### config.mk
export PLATFORM = sky130hd
export DESIGN_NAME = pong_match_ctrl
export DESIGN_NICKNAME = d
export VERILOG_FILES = /design/src/rtl/pong_pkg.sv /design/src/rtl/serve_timer.sv /design/src/rtl/pong_match_ctrl.sv
export SDC_FILE = /design/constraint.sdc
export NUM_CORES = 1
export LEC_CHECK = 0
export CAP_MARGIN = 5
export CORE_MARGIN = 5
export CORE_UTILIZATION = 50
export DETAILED_ROUTE_END_ITERATION = 10
export GPL_TIMING_DRIVEN = 0
export PLACE_DENSITY_LB_ADDON = 0.2
export SYNTH_ARGS = -nofsm -noshare
export SYNTH_HDL_FRONTEND = slang
export SYNTH_SLANG_ARGS = --single-unit
### constraint.sdc
create_clock -name clk -period 2 [get_ports clk]
set_clock_uncertainty 0.05 [all_clocks]
set_input_delay 0.2 -clock clk [delete_from_list [all_inputs] [get_ports clk]]
set_output_delay 0.2 -clock clk [all_outputs]
set_load 0.1 [all_outputs]
### src/rtl/pong_pkg.sv
// Shared types and default playfield geometry for the pong match controller.
//   match_state_t : match sequencing states
//   LEFT_GOAL_X   : ball x at or below which the right player scores
//   RIGHT_GOAL_X  : ball x at or above which the left player scores
//   H_ACTIVE      : visible pixels per line
//   V_ACTIVE      : visible lines per frame
package pong_pkg;

    typedef enum logic [2:0] {
        ST_IDLE  = 3'd0,
        ST_SERVE = 3'd1,
        ST_PLAY  = 3'd2,
        ST_POINT = 3'd3,
        ST_OVER  = 3'd4
    } match_state_t;

    localparam int LEFT_GOAL_X  = 90;
    localparam int RIGHT_GOAL_X = 550;
    localparam int H_ACTIVE     = 640;
    localparam int V_ACTIVE     = 480;

endpackage

### src/rtl/serve_timer.sv
// Loadable frame-tick down-counter used to hold the ball at the serve position.
//   clk      : pixel clock
//   rst_n    : asynchronous active-low reset
//   load     : load load_val (takes priority over tick)
//   load_val : number of ticks to count
//   tick     : decrement enable (one frame tick)
//   done     : high in the cycle whose tick takes the count from 1 to 0
module serve_timer #(
    parameter int CNT_W = 6
) (
    input  logic             clk,
    input  logic             rst_n,
    input  logic             load,
    input  logic [CNT_W-1:0] load_val,
    input  logic             tick,
    output logic             done
);

    logic [CNT_W-1:0] count;

    always_ff @(posedge clk or negedge rst_n) begin
        if (!rst_n) begin
            count <= '0;
        end else if (load) begin
            count <= load_val;
        end else if (tick && count != '0) begin
            count <= count - 1'b1;
        end
    end

    assign done = tick && !load && (count == CNT_W'(1));

endmodule

### src/rtl/pong_match_ctrl.sv
// Pong match sequencer: serve hold, goal detection, scoring and match end.
//   clk          : pixel clock
//   reset_n      : asynchronous active-low reset
//   frame_tick   : one-cycle pulse per video frame
//   start        : level; a rising edge starts or restarts a match
//   ball_x_pos   : current ball centre x
//   round_rst_n  : low holds ball and paddles at serve position
//   left_score   : left player score (saturating)
//   right_score  : right player score (saturating)
//   point_pulse  : one-cycle pulse per point scored
//   serve_dir    : 1 = next serve toward the right player
//   game_over    : match finished
//   winner       : 0 = left, 1 = right; valid while game_over
//
// state | meaning
// IDLE  | no match yet, scores held at zero, waiting for start edge
// SERVE | ball held, counting frame ticks before release
// PLAY  | ball live, watching both goal lines
// POINT | one cycle to judge whether the last point ended the match
// OVER  | match finished, scores frozen, waiting for start edge
module pong_match_ctrl #(
    parameter int X_W          = 10,
    parameter int SCORE_W      = 4,
    parameter int WIN_SCORE    = 9,
    parameter int WIN_BY_TWO   = 0,
    parameter int SERVE_FRAMES = 60,
    parameter int LEFT_GOAL_X  = pong_pkg::LEFT_GOAL_X,
    parameter int RIGHT_GOAL_X = pong_pkg::RIGHT_GOAL_X
) (
    input  logic               clk,
    input  logic               reset_n,
    input  logic               frame_tick,
    input  logic               start,
    input  logic [X_W-1:0]     ball_x_pos,
    output logic               round_rst_n,
    output logic [SCORE_W-1:0] left_score,
    output logic [SCORE_W-1:0] right_score,
    output logic               point_pulse,
    output logic               serve_dir,
    output logic               game_over,
    output logic               winner
);

    import pong_pkg::*;

    localparam int                 TMR_W      = $clog2(SERVE_FRAMES + 1);
    localparam logic [TMR_W-1:0]   SERVE_LOAD = TMR_W'(SERVE_FRAMES);
    localparam logic [X_W-1:0]     LEFT_X     = X_W'(LEFT_GOAL_X);
    localparam logic [X_W-1:0]     RIGHT_X    = X_W'(RIGHT_GOAL_X);
    localparam logic [SCORE_W-1:0] WIN_S      = SCORE_W'(WIN_SCORE);
    localparam logic [SCORE_W-1:0] SCORE_MAX  = '1;

    match_state_t       state, state_nxt;
    logic               start_q;
    logic               start_armed;
    logic               start_edge;
    logic               last_scorer, last_scorer_nxt;
    logic [SCORE_W-1:0] left_nxt, right_nxt;
    logic               round_rst_n_nxt;
    logic               point_pulse_nxt;
    logic               serve_dir_nxt;
    logic               game_over_nxt;
    logic               winner_nxt;
    logic               tmr_load;
    logic               tmr_tick;
    logic               tmr_done;
    logic [SCORE_W:0]   scorer_ext;
    logic [SCORE_W:0]   other_ext;
    logic               win_now;

    // start_armed stays low until start has been seen low, so a start level
    // already high when reset releases is not mistaken for a rising edge.
    assign start_edge = start && !start_q && start_armed;

    assign tmr_tick = frame_tick && (state == ST_SERVE);

    serve_timer #(
        .CNT_W (TMR_W)
    ) u_serve_timer (
        .clk      (clk),
        .rst_n    (reset_n),
        .load     (tmr_load),
        .load_val (SERVE_LOAD),
        .tick     (tmr_tick),
        .done     (tmr_done)
    );

    // Judged in POINT using the scores already updated by the goal.
    assign scorer_ext = last_scorer ? {1'b0, right_score} : {1'b0, left_score};
    assign other_ext  = last_scorer ? {1'b0, left_score}  : {1'b0, right_score};
    assign win_now    = (scorer_ext >= {1'b0, WIN_S}) &&
                        ((WIN_BY_TWO == 0) || (scorer_ext >= other_ext + (SCORE_W+1)'(2)));

    always_comb begin
        state_nxt       = state;
        left_nxt        = left_score;
        right_nxt       = right_score;
        point_pulse_nxt = 1'b0;
        serve_dir_nxt   = serve_dir;
        game_over_nxt   = game_over;
        winner_nxt      = winner;
        last_scorer_nxt = last_scorer;
        tmr_load        = 1'b0;

        case (state)
            ST_IDLE: begin
                left_nxt  = '0;
                right_nxt = '0;
                if (start_edge) begin
                    state_nxt = ST_SERVE;
                    tmr_load  = 1'b1;
                end
            end
            ST_SERVE: begin
                if (tmr_done) begin
                    state_nxt = ST_PLAY;
                end
            end
            ST_PLAY: begin
                // Left goal checked first so it wins if the goal lines overlap.
                if (ball_x_pos <= LEFT_X) begin
                    if (right_score != SCORE_MAX) right_nxt = right_score + 1'b1;
                    serve_dir_nxt   = 1'b0;
                    last_scorer_nxt = 1'b1;
                    point_pulse_nxt = 1'b1;
                    state_nxt       = ST_POINT;
                end else if (ball_x_pos >= RIGHT_X) begin
                    if (left_score != SCORE_MAX) left_nxt = left_score + 1'b1;
                    serve_dir_nxt   = 1'b1;
                    last_scorer_nxt = 1'b0;
                    point_pulse_nxt = 1'b1;
                    state_nxt       = ST_POINT;
                end
            end
            ST_POINT: begin
                if (win_now) begin
                    state_nxt     = ST_OVER;
                    game_over_nxt = 1'b1;
                    winner_nxt    = last_scorer;
                end else begin
                    state_nxt = ST_SERVE;
                    tmr_load  = 1'b1;
                end
            end
            ST_OVER: begin
                if (start_edge) begin
                    left_nxt      = '0;
                    right_nxt     = '0;
                    game_over_nxt = 1'b0;
                    state_nxt     = ST_SERVE;
                    tmr_load      = 1'b1;
                end
            end
            default: begin
                state_nxt = ST_IDLE;
            end
        endcase

        round_rst_n_nxt = (state_nxt == ST_PLAY);
    end

    always_ff @(posedge clk or negedge reset_n) begin
        if (!reset_n) begin
            state       <= ST_IDLE;
            start_q     <= 1'b0;
            start_armed <= 1'b0;
            last_scorer <= 1'b0;
            left_score  <= '0;
            right_score <= '0;
            round_rst_n <= 1'b0;
            point_pulse <= 1'b0;
            serve_dir   <= 1'b1;
            game_over   <= 1'b0;
            winner      <= 1'b0;
        end else begin
            state       <= state_nxt;
            start_q     <= start;
            start_armed <= start_armed || !start;
            last_scorer <= last_scorer_nxt;
            left_score  <= left_nxt;
            right_score <= right_nxt;
            round_rst_n <= round_rst_n_nxt;
            point_pulse <= point_pulse_nxt;
            serve_dir   <= serve_dir_nxt;
            game_over   <= game_over_nxt;
            winner      <= winner_nxt;
        end
    end

endmodule

# After elaboration in Yosys (flattened, before gate mapping)
# Cells that the tools add are included.
[totals]
mem_bits_rw = 0
out_inout_bits = 13
n_memories = 0
rom_bits = 0
latchBits = 0
in_bits = 14
ff_bits = 25
[op_classes]
add_sub_neg = 3
bitwise_logic = 0
shift = 0
order_cmp = 3
multipliers = 0
n_reduce_logical = 22
n_div = 0
n_eq_ne = 15
n_mux = 30
[op_table]
columns = ["operator", "count"]
rows = [
  ["2-to-1 mux 4 bit", 7],
  ["one-hot mux 4 bit (3 select lines)", 2],
  ["2-to-1 mux 3 bit", 5],
  ["!= test 2 bit, second input constant", 7],
  ["2-to-1 mux 6 bit", 2],
  ["one-hot mux 3 bit (4 select lines)", 1],
  ["2-to-1 mux 1 bit", 11],
  [">= comparator 10 bit, second input constant", 1],
  ["<= comparator 10 x 7 -> 1 bit, second input constant", 1],
  ["== test 3 x 2 -> 1 bit, second input constant", 3],
  ["adder 4 x 1 -> 4 bit, second input constant", 2],
  ["!= test 4 bit, second input constant", 2],
  ["== test 6 x 1 -> 1 bit, second input constant", 1],
  ["logical AND 1 bit", 6],
  ["nonzero test 2 bit", 3],
  ["nonzero test 6 bit", 1],
  ["subtractor 6 x 1 -> 6 bit, second input constant", 1],
  ["AND reduction 5 bit", 1],
  [">= comparator 4 bit, second input constant", 1],
  ["one-hot mux 1 bit (2 select lines)", 2],
  ["AND reduction 2 bit", 2],
  ["AND reduction 4 bit", 1],
  ["== test 3 x 1 -> 1 bit, second input constant", 1],
  ["== test 3 bit, second input constant", 1],
  ["6 further kinds", 8],
]

# Depth between registers and ports, before layout
[logic_depth]
word_depth = 11
ltp_mapped = 6

# Modules after synthesis
# Synthesis repeated with hierarchy kept, for this count alone.
[unflattened]
hier_cells = 144
hier_area_um2 = 1468.9
[modules_own_cells]
columns = ["module", "seq_area_each_um2", "area_each_um2", "n_inst", "cells_per_inst"]
rows = [
  ["pong_match_ctrl", 476.7, 1044.8, 1, 98],
  ["serve_timer", 150.1, 424.2, 1, 46],
]

# Worst setup path before layout
# Ideal clock, no wire load.
[synth_path]
path_type = "register -> register"
start = "register left_score[0]"
end = "register left_score[3]"
period_less_slack_ns = 2.092
path_stages_with_launch = 7
path_slack_ns = -0.092
path_buffers = 0
t_arrival_ns = 1.915
path_cell_list = "dfrtp_1 > ha_1 > nand3_1 > a21oi_1 > nor3_2 > nand4_1 > mux2i_1"
[synth_between]
elab_chain_cells = 5
word_cells_on_any_way = 8
cone_classes = "add/sub: 1; eq/ne: 2; mux: 4; reduce/logical: 1"
[synth_lines]
columns = ["item", "line", "rtl"]
rows = [
  ["start, declared", "pong_match_ctrl.sv:36", "output logic [SCORE_W-1:0] left_score,"],
  ["start signal, assigned", "pong_match_ctrl.sv:180", "left_score <= left_nxt;"],
  ["adder 4 x 1 -> 4 bit", "pong_match_ctrl.sv:128", "if (left_score != SCORE_MAX) left_nxt = left_score + 1'b1;"],
  ["2-to-1 mux 4 bit", "pong_match_ctrl.sv:128", ""],
  ["2-to-1 mux 4 bit", "pong_match_ctrl.sv:127", "end else if (ball_x_pos >= RIGHT_X) begin"],
  ["2-to-1 mux 4 bit", "pong_match_ctrl.sv:121", "if (ball_x_pos <= LEFT_X) begin"],
  ["one-hot mux 4 bit (3 select lines)", "pong_match_ctrl.sv:105", "case (state)"],
]
# Parallel ways exist; a longest one is shown, timed or not. The select of a mux whose other input is x is not followed.
# A chain may end at the register's enable or synchronous reset.

# Worst setup path in the final report
[layout_path]
start = "register serve_dir"
end = "output serve_dir"
[layout_rtl]
columns = ["item", "line", "rtl"]
rows = [
  ["start, declared", "pong_match_ctrl.sv:39", "output logic serve_dir,"],
  ["start signal, assigned", "pong_match_ctrl.sv:184", "serve_dir <= serve_dir_nxt;"],
]
# No word-level cell between the ends.

==> flow_summary.yaml <==
power_and_ir_drop:
  ir_worst_vdd_uv: 634.8
  seq_power_share_pct: 50.4
  p_comb_share_pct: 33.5
  p_leak_uw: 0.0007987
  p_switching_uw: 516.9
  p_int_uw: 844.1
  p_per_area_nw_per_um2: 815.4
  total_power_uw: 1361
  p_sw_share_pct: 37.98
  clkPwrFrac_pct: 16.1
global_route:
  grt_pass1_vias: 1092
  grt_max_degree: 26
  track_usage_pct: 15.30
  grt_pass1_wl_um: 4961
  grt-ovfl-total: 0
  antenna_found_initial: 0
timing:
  timing.fmax_ghz: 0.5168
  finalMaxSlewViolations: 0
  rsz0062_at_grt: "no"
  fin_crit_sh_pct: 96.75
  hold_violations: 0
  setup_tns_ns: 0
  setup_viol: 0
  hold-worst-slack_ns: 0.3208
  fin_crit_ns: 1.935
  maxSlewHeadroom_pct: 27.80
  worst_slew_pin_slew_ns: 1.080
cts:
  clk_path_buf_depth: 2
  cts_made_buffers: 3
  clock-sinks: 25
  insertion_delay_ns: 0.31
  post-cts-setup-buffers: 0
  cts-htree-levels: 1
  cts.clk_slew.worst_paths_ns: 0.13
  cts-root-buf: "clkbuf_4"
  cts_tree: "built"
setup_path:
  path_buf_inv: 1
  reg2reg_depth: 4
  slowest_stage: "clkdlybuf4s15_1"
  crit_type: "reg -> out"
  cp-end-kind: "primary output"
  rr_startpoint: "state[2]"
  worstPathMaxFanout: 3
  critPathRequiredTime_ns: 1.75
  worstPathArrival_ns: 1.69
  reg2reg_to: "u_serve_timer.count[5]"
  start_kind: "flip-flop"
  max_stage_delay_ns: 0.82
  path_cells: "clkdlybuf4s15_1"
  crit_family: "buffers and inverters"
  reg2reg_slack_ns: 0.24
layout:
  multi_input_comb_area_um2: 691.9
  finalInstanceArea_um2: 1669
  layout_commonest_cell: "dfrtp_1"
  ff_latch_area_um2: 629.4
  insertedDiodeCount: 0
  area_growth_pct: 22.95
  mostFrequentLayoutCells: "22 x dfrtp_1, 19 x nand2_1, 13 x clkdlybuf4s50_1, 12 x nor2_1, 12 x dlygate4sd2_1"
  drive_above_1_share_pct: 8.772
  utilization_pct: 65.59
  layout.nets: 190
  fillers: 205
place:
  gp_congestion: 0.7622
  dpl_cell_area_um2: 1658
  hpwl_um: 2270
  portBuffers: 26
worst_hold_path:
  hold_path_class: "in -> reg"
  hp-start: "start"
  worst_hold_path.endpoint: "start_q"
  hold_depth: 1
yosys:
  synth_edf_count: 0
  async_reset_ff_share_pct: 100.0
  synth_warnings: 0
  netlist.area_leader.share_pct: 44.24
  syn_area_per_cell_um2: 9.628
  mappedNetlistArea_um2: 1358
  synthFlopType: "dfrtp_1"
  yosysSeqAreaShare_pct: 46.18
  synth_cell_type_count: 41
  syn-instance-count: 141
  ys_top_cells_by_area: "dfrtp_1 44%, nand2_1 5.3%, mux2i_1 4.4%, ha_1 3.7%, nor2_1 3.3%"
  ys_ff_latch: 25
  syn_nets: 159
  yosysTopAreaCell: "dfrtp_1"
detailed_routing:
  vias_per_cell: 5.672
  firstDrtPassIters: 4
  vias: 1140
  antenna_left: 0
  wl_per_cell_um: 14.76
  drtIter0Drc: 55
  drt_wl_total_um: 2966
  drc_errors: 0
floorplan:
  io-pin-count: 27
  die_area_um2: 3857
  rows: 18
  initial_core_util_pct: 53.34
  die_w_um: 62.11
  die_y_um: 62.11
  core_area_um2: 2545
run:
  drv_cap: 0
run_status:
  status: "complete, no violations"
layout make-up:
cell class	instances	share of cell area (%)
plain buffers	1	0.2999
clock buffers	4	1.574
inverters	9	2.024
multi-input cells	106	41.45
flip-flops and latches	25	37.71
well taps	30	2.249
repair buffers	26	14.69
repair_timing:
action,in CTS,in global routing
hold buffers,0,0
endpoints found under the setup margin,13,1
resized for setup,13,1
worst max-delay path by stage:
stage               cells after the start       endpoint      startpoint
finish                                  1      serve_dir       serve_dir
global placement                        6  left_score[3]           start
CTS                                     1      serve_dir       serve_dir
detailed placement                      6  left_score[3]           start
floorplan                               5       state[0]  right_score[3]
global route                            1  left_score[3]   left_score[3]
state kept, by name (all words and copies together), names as in the netlist:
| signal | cells |
|---|---|
| game_over | 1 |
| last_scorer | 1 |
| left_score | 4 |
| point_pulse | 1 |
| right_score | 4 |
| round_rst_n | 1 |
| serve_dir | 1 |
| start_armed | 1 |
| start_q | 1 |
| state | 3 |
| u_serve_timer.count | 6 |
| winner | 1 |
metal layers:
layer	wire (um)	vias to the layer above	GRT usage (%)
met5	0	-	0
met1	1416	545	19.68
li1	-	569	-
met3	103	4	4.317
met2	1413	22	25.00
met4	34	0	4.065
power groups by stage:
stage	combinational, uW	clock (uW)	sequential, uW
floorplan	242	0	779
global placement	454	0	683
detailed placement	472	0	694
CTS	462	227	686
global route	506	249	699
finish	457	219	686
through the flow:
step                      setup WS [ns]  cells
after floorplan                 0.02922    141
after global placement          0.03553    197
after detailed placement       -0.01527    197
after CTS                       0.01939    201
after global routing            0.01430    201
final                           0.06495    201
cell usage after synthesis, types with 2 or more instances:
| cell type | count |
|---|---|
| o21a_1 | 2 |
| a211o_1 | 3 |
| o211ai_1 | 2 |
| nand2_1 | 19 |
| nor3_1 | 4 |
| ha_1 | 4 |
| o21ai_0 | 7 |
| inv_1 | 9 |
| nand2b_1 | 5 |
| nand3_1 | 5 |
| nand4_1 | 2 |
| nor2_1 | 12 |
| dfrtp_1 | 24 |
| nand3b_1 | 2 |
| or3_1 | 2 |
| mux2i_1 | 6 |
| a211oi_1 | 2 |
| a21oi_1 | 6 |
| a21o_1 | 3 |
logic make-up (layout without fill, tap and decap cells):
family	count (synthesis)	after routing	synth area share [%]
multiplexers	6	6	4.424
flip-flops	25	25	46.18
buffers and inverters	10	40	2.857
XOR/XNOR	1	1	0.6453
AND/OR/NAND/NOR	60	60	23.41
adder cells (fa/ha/maj)	4	4	3.687
AO/OA/AOI/OAI	35	35	18.80
No activity file was read; power rests on OpenSTA's default activity.
